<file path="src/rtl/uart_pkg.sv">
// Shared UART definitions: receiver FSM states, frame constants and parity mode.
package uart_pkg;

  localparam int unsigned DATA_BITS            = 8;
  localparam int unsigned DEFAULT_CLKS_PER_BIT = 5208;

  typedef enum logic {
    PARITY_EVEN,
    PARITY_ODD
  } parity_mode_t;

  localparam parity_mode_t PARITY_MODE = PARITY_EVEN;

  typedef enum logic [2:0] {
    IDLE,
    START,
    DATA,
    PARITY,
    STOP
  } uart_rx_state_t;

  // Expected parity bit for a data byte under the given mode.
  function automatic logic parity_bit(input logic [DATA_BITS-1:0] d, input parity_mode_t mode);
    return (^d) ^ (mode == PARITY_ODD);
  endfunction

endpackage

</file>
<file path="src/rtl/bit_synchronizer.sv">
// Multi-flop synchronizer for an asynchronous single-bit input; all stages reset high.
module bit_synchronizer #(
  parameter int unsigned SYNC_STAGES = 2
) (
  input  logic clk,
  input  logic reset,
  input  logic d,
  output logic q
);

  logic [SYNC_STAGES-1:0] stages;

  always_ff @(posedge clk) begin
    if (reset) begin
      stages <= '1;
    end else begin
      stages <= {stages[SYNC_STAGES-2:0], d};
    end
  end

  assign q = stages[SYNC_STAGES-1];

endmodule

</file>
<file path="src/rtl/uart_rx_parity.sv">
// UART receiver: 1 start, 8 data (LSB first), 1 even parity, 1 stop bit, with sticky flags.
module uart_rx_parity
  import uart_pkg::*;
#(
  parameter int unsigned CLKS_PER_BIT = DEFAULT_CLKS_PER_BIT,
  parameter int unsigned SYNC_STAGES  = 2
) (
  input  logic       clk,
  input  logic       reset,
  input  logic       serial_in,
  input  logic       clear_interrupt,
  output logic [7:0] rx_data,
  output logic       rx_valid,
  output logic       rx_interrupt,
  output logic       parity_error,
  output logic       framing_error,
  output logic       overrun,
  output logic       busy
);

  localparam int unsigned    CW   = $clog2(CLKS_PER_BIT);
  localparam logic [CW-1:0]  HALF = CW'((CLKS_PER_BIT - 1) / 2);
  localparam logic [CW-1:0]  LAST = CW'(CLKS_PER_BIT - 1);
  localparam logic [2:0]     LAST_BIT = 3'(DATA_BITS - 1);

  logic                 rxs;
  uart_rx_state_t       state, state_next;
  logic [CW-1:0]        cnt, cnt_next;
  logic [2:0]           bit_idx, bit_next;
  logic [DATA_BITS-1:0] shift, shift_next;
  logic                 par_err, par_err_next;
  logic                 deliver;

  bit_synchronizer #(
    .SYNC_STAGES(SYNC_STAGES)
  ) u_sync (
    .clk  (clk),
    .reset(reset),
    .d    (serial_in),
    .q    (rxs)
  );

  always_ff @(posedge clk) begin
    if (reset) begin
      state   <= IDLE;
      cnt     <= '0;
      bit_idx <= '0;
      shift   <= '0;
      par_err <= 1'b0;
    end else begin
      state   <= state_next;
      cnt     <= cnt_next;
      bit_idx <= bit_next;
      shift   <= shift_next;
      par_err <= par_err_next;
    end
  end

  always_comb begin
    state_next   = state;
    cnt_next     = cnt;
    bit_next     = bit_idx;
    shift_next   = shift;
    par_err_next = par_err;
    deliver      = 1'b0;
    unique case (state)
      IDLE: begin
        if (!rxs) begin
          state_next = START;
          cnt_next   = '0;
        end
      end
      START: begin
        if (cnt == HALF) begin
          cnt_next = '0;
          if (!rxs) begin
            state_next = DATA;
            bit_next   = '0;
          end else begin
            state_next = IDLE;
          end
        end else begin
          cnt_next = cnt + 1'b1;
        end
      end
      DATA: begin
        if (cnt == LAST) begin
          cnt_next            = '0;
          shift_next[bit_idx] = rxs;
          if (bit_idx == LAST_BIT) begin
            state_next = PARITY;
          end else begin
            bit_next = bit_idx + 1'b1;
          end
        end else begin
          cnt_next = cnt + 1'b1;
        end
      end
      PARITY: begin
        if (cnt == LAST) begin
          cnt_next     = '0;
          par_err_next = rxs ^ parity_bit(shift, PARITY_MODE);
          state_next   = STOP;
        end else begin
          cnt_next = cnt + 1'b1;
        end
      end
      STOP: begin
        if (cnt == LAST) begin
          cnt_next   = '0;
          deliver    = 1'b1;
          state_next = IDLE;
        end else begin
          cnt_next = cnt + 1'b1;
        end
      end
      default: state_next = IDLE;
    endcase
  end

  // Sticky flags follow rx_valid, so a clear arriving during the rx_valid cycle loses to the set
  // and overrun sees the flag value from before that clear.
  always_ff @(posedge clk) begin
    if (reset) begin
      rx_data       <= '0;
      rx_valid      <= 1'b0;
      parity_error  <= 1'b0;
      framing_error <= 1'b0;
      rx_interrupt  <= 1'b0;
      overrun       <= 1'b0;
    end else begin
      rx_valid <= deliver;
      if (deliver) begin
        rx_data       <= shift;
        parity_error  <= par_err;
        framing_error <= ~rxs;
      end
      rx_interrupt <= rx_valid | (rx_interrupt & ~clear_interrupt);
      overrun      <= (rx_valid & rx_interrupt) | (overrun & ~clear_interrupt);
    end
  end

  assign busy = (state != IDLE);

endmodule

</file>
<file path="config.mk">
export PLATFORM = sky130hd
export DESIGN_NAME = uart_rx_parity
export DESIGN_NICKNAME = d
export VERILOG_FILES = /design/src/rtl/uart_pkg.sv /design/src/rtl/bit_synchronizer.sv /design/src/rtl/uart_rx_parity.sv
export SDC_FILE = /design/constraint.sdc
export NUM_CORES = 1
export LEC_CHECK = 0
export CORE_MARGIN = 5
export CORE_UTILIZATION = 45
export CTS_CLUSTER_DIAMETER = 120
export DETAILED_ROUTE_END_ITERATION = 10
export DONT_BUFFER_PORTS = 1
export SYNTH_ARGS = -nofsm -noshare
export SYNTH_HDL_FRONTEND = slang
export SYNTH_SLANG_ARGS = --single-unit
</file>
<file path="constraint.sdc">
create_clock -name clk -period 2.4 [get_ports clk]
set_clock_uncertainty 0.2 [all_clocks]
set_input_delay 0.6 -clock clk [delete_from_list [all_inputs] [get_ports clk]]
set_output_delay 0.6 -clock clk [all_outputs]
set_load 0.005 [all_outputs]
</file>
==> results.cfg <==
[run_status]
status = complete, no violations

[global_routing]
grt_usage_pct = 14.7
antenna_found_initial = 0
first_global_vias = 1521
grt_max_degree = 42
grt_pass1_wl_mm = 7.17
grt_overflow = 0

[timing]
rsz0062_at_grt = false
fin_crit_sh_pct = 94.6
final_hold_viol_count = 0
setup_viol_count_final = 0
drv_slew = 0
setup_tns_ns = 0
worst_pin_slew_ns = 0.490
max_clock_freq_mhz = 440
post-route-min-period_ns = 2.27
relSlewSlack_pct = 66.9

[finish]
nFillCells = 437
final_common_cell = dfxtp_1
layout.cells.most_common_list = 42 x dfxtp_1, 33 x nor2_1, 18 x mux2i_1, 16 x nand2_1, 13 x buf_4
drive_gt1_share_pct = 14.2
final_cell_area_mm2 = 0.00231
fin_nets = 247
antennaDiodeCount = 0
area_delta_synth_final_pct = 10.3

[setup_path]
crit_chain = or4b_4, nor4_4, o22ai_2, or4_1, a21oi_1
r2r-start = cnt[10]$_SDFFE_PP0P_
crit_start = cnt[10]$_SDFFE_PP0P_
critical_path_buf_inv_count = 0
crit_fanout = 6
crit_type = reg -> reg
slowest_stage = or4b_4
crit_path_end_kind = register
reg2reg_depth = 5
slowest_delay_ns = 0.54
cp_top_family = simple AND/OR/NAND/NOR gates
crit_cells = 5
critPathLaunchType = register
cp.required_ns = 2.42
cp.arrival_ns = 2.29

[yosys]
ys_ff_latch = 43
syn_inst = 234
synthTopCellsByArea = dfxtp_1 41%, mux2i_1 8.6%, nor2_1 5.9%, xnor2_1 3.3%, nand2_1 2.9%
synth_area_leader_cell = dfxtp_1
syn-cell-area_mm2 = 0.00210
syn_avg_cell_area_um2 = 8.96
synth_top_area_share_pct = 41.1
synthFlopType = dfxtp_1
syn-num-nets = 242
synthDistinctLibCells = 44
synthArstFlopShare_pct = 0
yosysSeqAreaShare_pct = 41.1
synth_edf_count = 0
yosysWarnings = 0

[job]
maxCapViolations = 0

[min_path]
min_from = reset
whs_path_depth = 1
hp-class = in -> reg

[placed_design]
gp_congestion = 0.775
port-buffer-count = 0
dp_hpwl_mm = 2.87
placed_area_mm2 = 0.00221

[route]
top_layer = met4
dr_wl_met2_mm = 2.06
routedWlPerCell_um = 14.4
drt_pass1_iterations = 4
viasPerCell = 5.50
drtIter0Drc = 62
drc = 0
dr_wl_met3_um = 124
wl_mm = 4.21
vias = 1606
m1WireLength_mm = 2.00
drtAntennaViolNets = 0

[clock_network]
cts_tree = done
cts_sinks = 43
cts_made_buffers = 5
clk_latency_ns = 0.29
root_buffer = clkbuf_8
cts-htree-levels = 2
post_cts_buffers = 0
clk_pin_slew_ns = 0.08
cts_buffer_depth = 2

[power]
clockPowerShare_pct = 37.1
p_switching_mw = 0.256
p_leak_nw = 0.953
switching_share_pct = 21.6
pwr-share-seq_pct = 60.4
internal-power_mw = 0.931
p_per_area_mw_per_mm2 = 514
pwr-share-comb_pct = 2.5
ir_drop_uv = 271

[floorplanning]
die_area_mm2 = 0.00613
io-pin-count = 18
core_mm2 = 0.00444
die_w_um = 78.3
die_h_um = 78.3
row_count = 24
initial_core_util_pct = 47.2
[power by group through the flow]
stage | logic (mW) | registers (mW) | clock network, mW
final | 0.0302 | 0.717 | 0.441
after global placement | 0.0290 | 0.733 | 0
after CTS | 0.0294 | 0.717 | 0.459
after detailed placement | 0.0293 | 0.734 | 0
after global routing | 0.0330 | 0.717 | 0.505
after floorplan | 0.0268 | 0.734 | 0
[state kept, by name, summed over array words and instances, names as in the netlist]
name           cells
overrun            1
cnt               13
rx_valid           1
rx_data            8
par_err            1
state              3
framing_error      1
rx_interrupt       1
u_sync.stages      2
parity_error       1
bit_idx            3
shift              8
[area by class of cell]
cell class                      instances  area [um^2]  share of cell area, %
Clock buffer                            6         72.6                   3.14
Clock inverter                          2         12.5                  0.541
Inverter                                3         11.3                  0.487
Multi-Input combinational cell        172         1170                   50.6
Sequential cell                        43          862                   37.3
Tap cell                               52         65.1                   2.81
Timing Repair Buffer                   14          118                   5.09
[through the flow]
stage                     worst slack [ns]  std cells  hold WS, ns  power, mW  util [%]
final                                0.130        292        0.169       1.19      52.0
after floorplan                     0.0338        234        0.189      0.761         -
after CTS                           0.0331        292        0.158       1.20      51.6
after global placement               0.136        284        0.192      0.762      49.7
after global routing                0.0158        292        0.138       1.25      52.0
after detailed placement            0.0636        284        0.199      0.763      49.7
[worst paths after layout]
kind                                               endpoint  slack (ns)
worst max register to register        state[0]$_SDFFE_PP0P_        0.13
worst min register to register  u_sync.stages[1]$_SDFF_PP1_        0.21
worst max-delay path                  state[0]$_SDFFE_PP0P_        0.13
worst min-delay path             framing_error$_SDFFE_PP0P_        0.17
[cell families after synthesis]
| group | synth area share (%) |
|---|---|
| AO/OA/AOI/OAI | 9.91 |
| adder cells (fa/ha/maj) | 2.39 |
| XOR/XNOR | 5.01 |
| multiplexers | 8.59 |
| flip-flops | 41.1 |
| AND/OR/NAND/NOR | 29.1 |
| buffers and inverters | 3.94 |
[repair_timing]
action | 4_1_cts | 5_1_grt
endpoints found under the hold margin | 0 | 0
gates resized for setup | 0 | 5
hold buffers | 0 | 0
endpoints found under the setup margin | 0 | 9
[metal layers]
metal,GRT usage [%],vias up
met5,0,-
met4,5.77,0
met3,5.26,2
met2,24.1,11
met1,17.6,747
li1,-,846
[cells in the mapped netlist, types with 3 or more instances]
master / instances
nand4b_1: 5
a31oi_1: 6
nor2_1: 33
nand3b_1: 6
xor2_1: 4
dfxtp_1: 43
xnor2_1: 8
nand4_1: 9
and3_1: 3
ha_1: 4
mux2i_1: 18
nand2_1: 16
clkbuf_1: 12
nand3_1: 8
buf_2: 3
a21oi_1: 10
nor2b_1: 4
or3b_2: 3
o21ai_0: 5
inv_1: 3
Note: power is estimated with default switching activity, not from simulation.
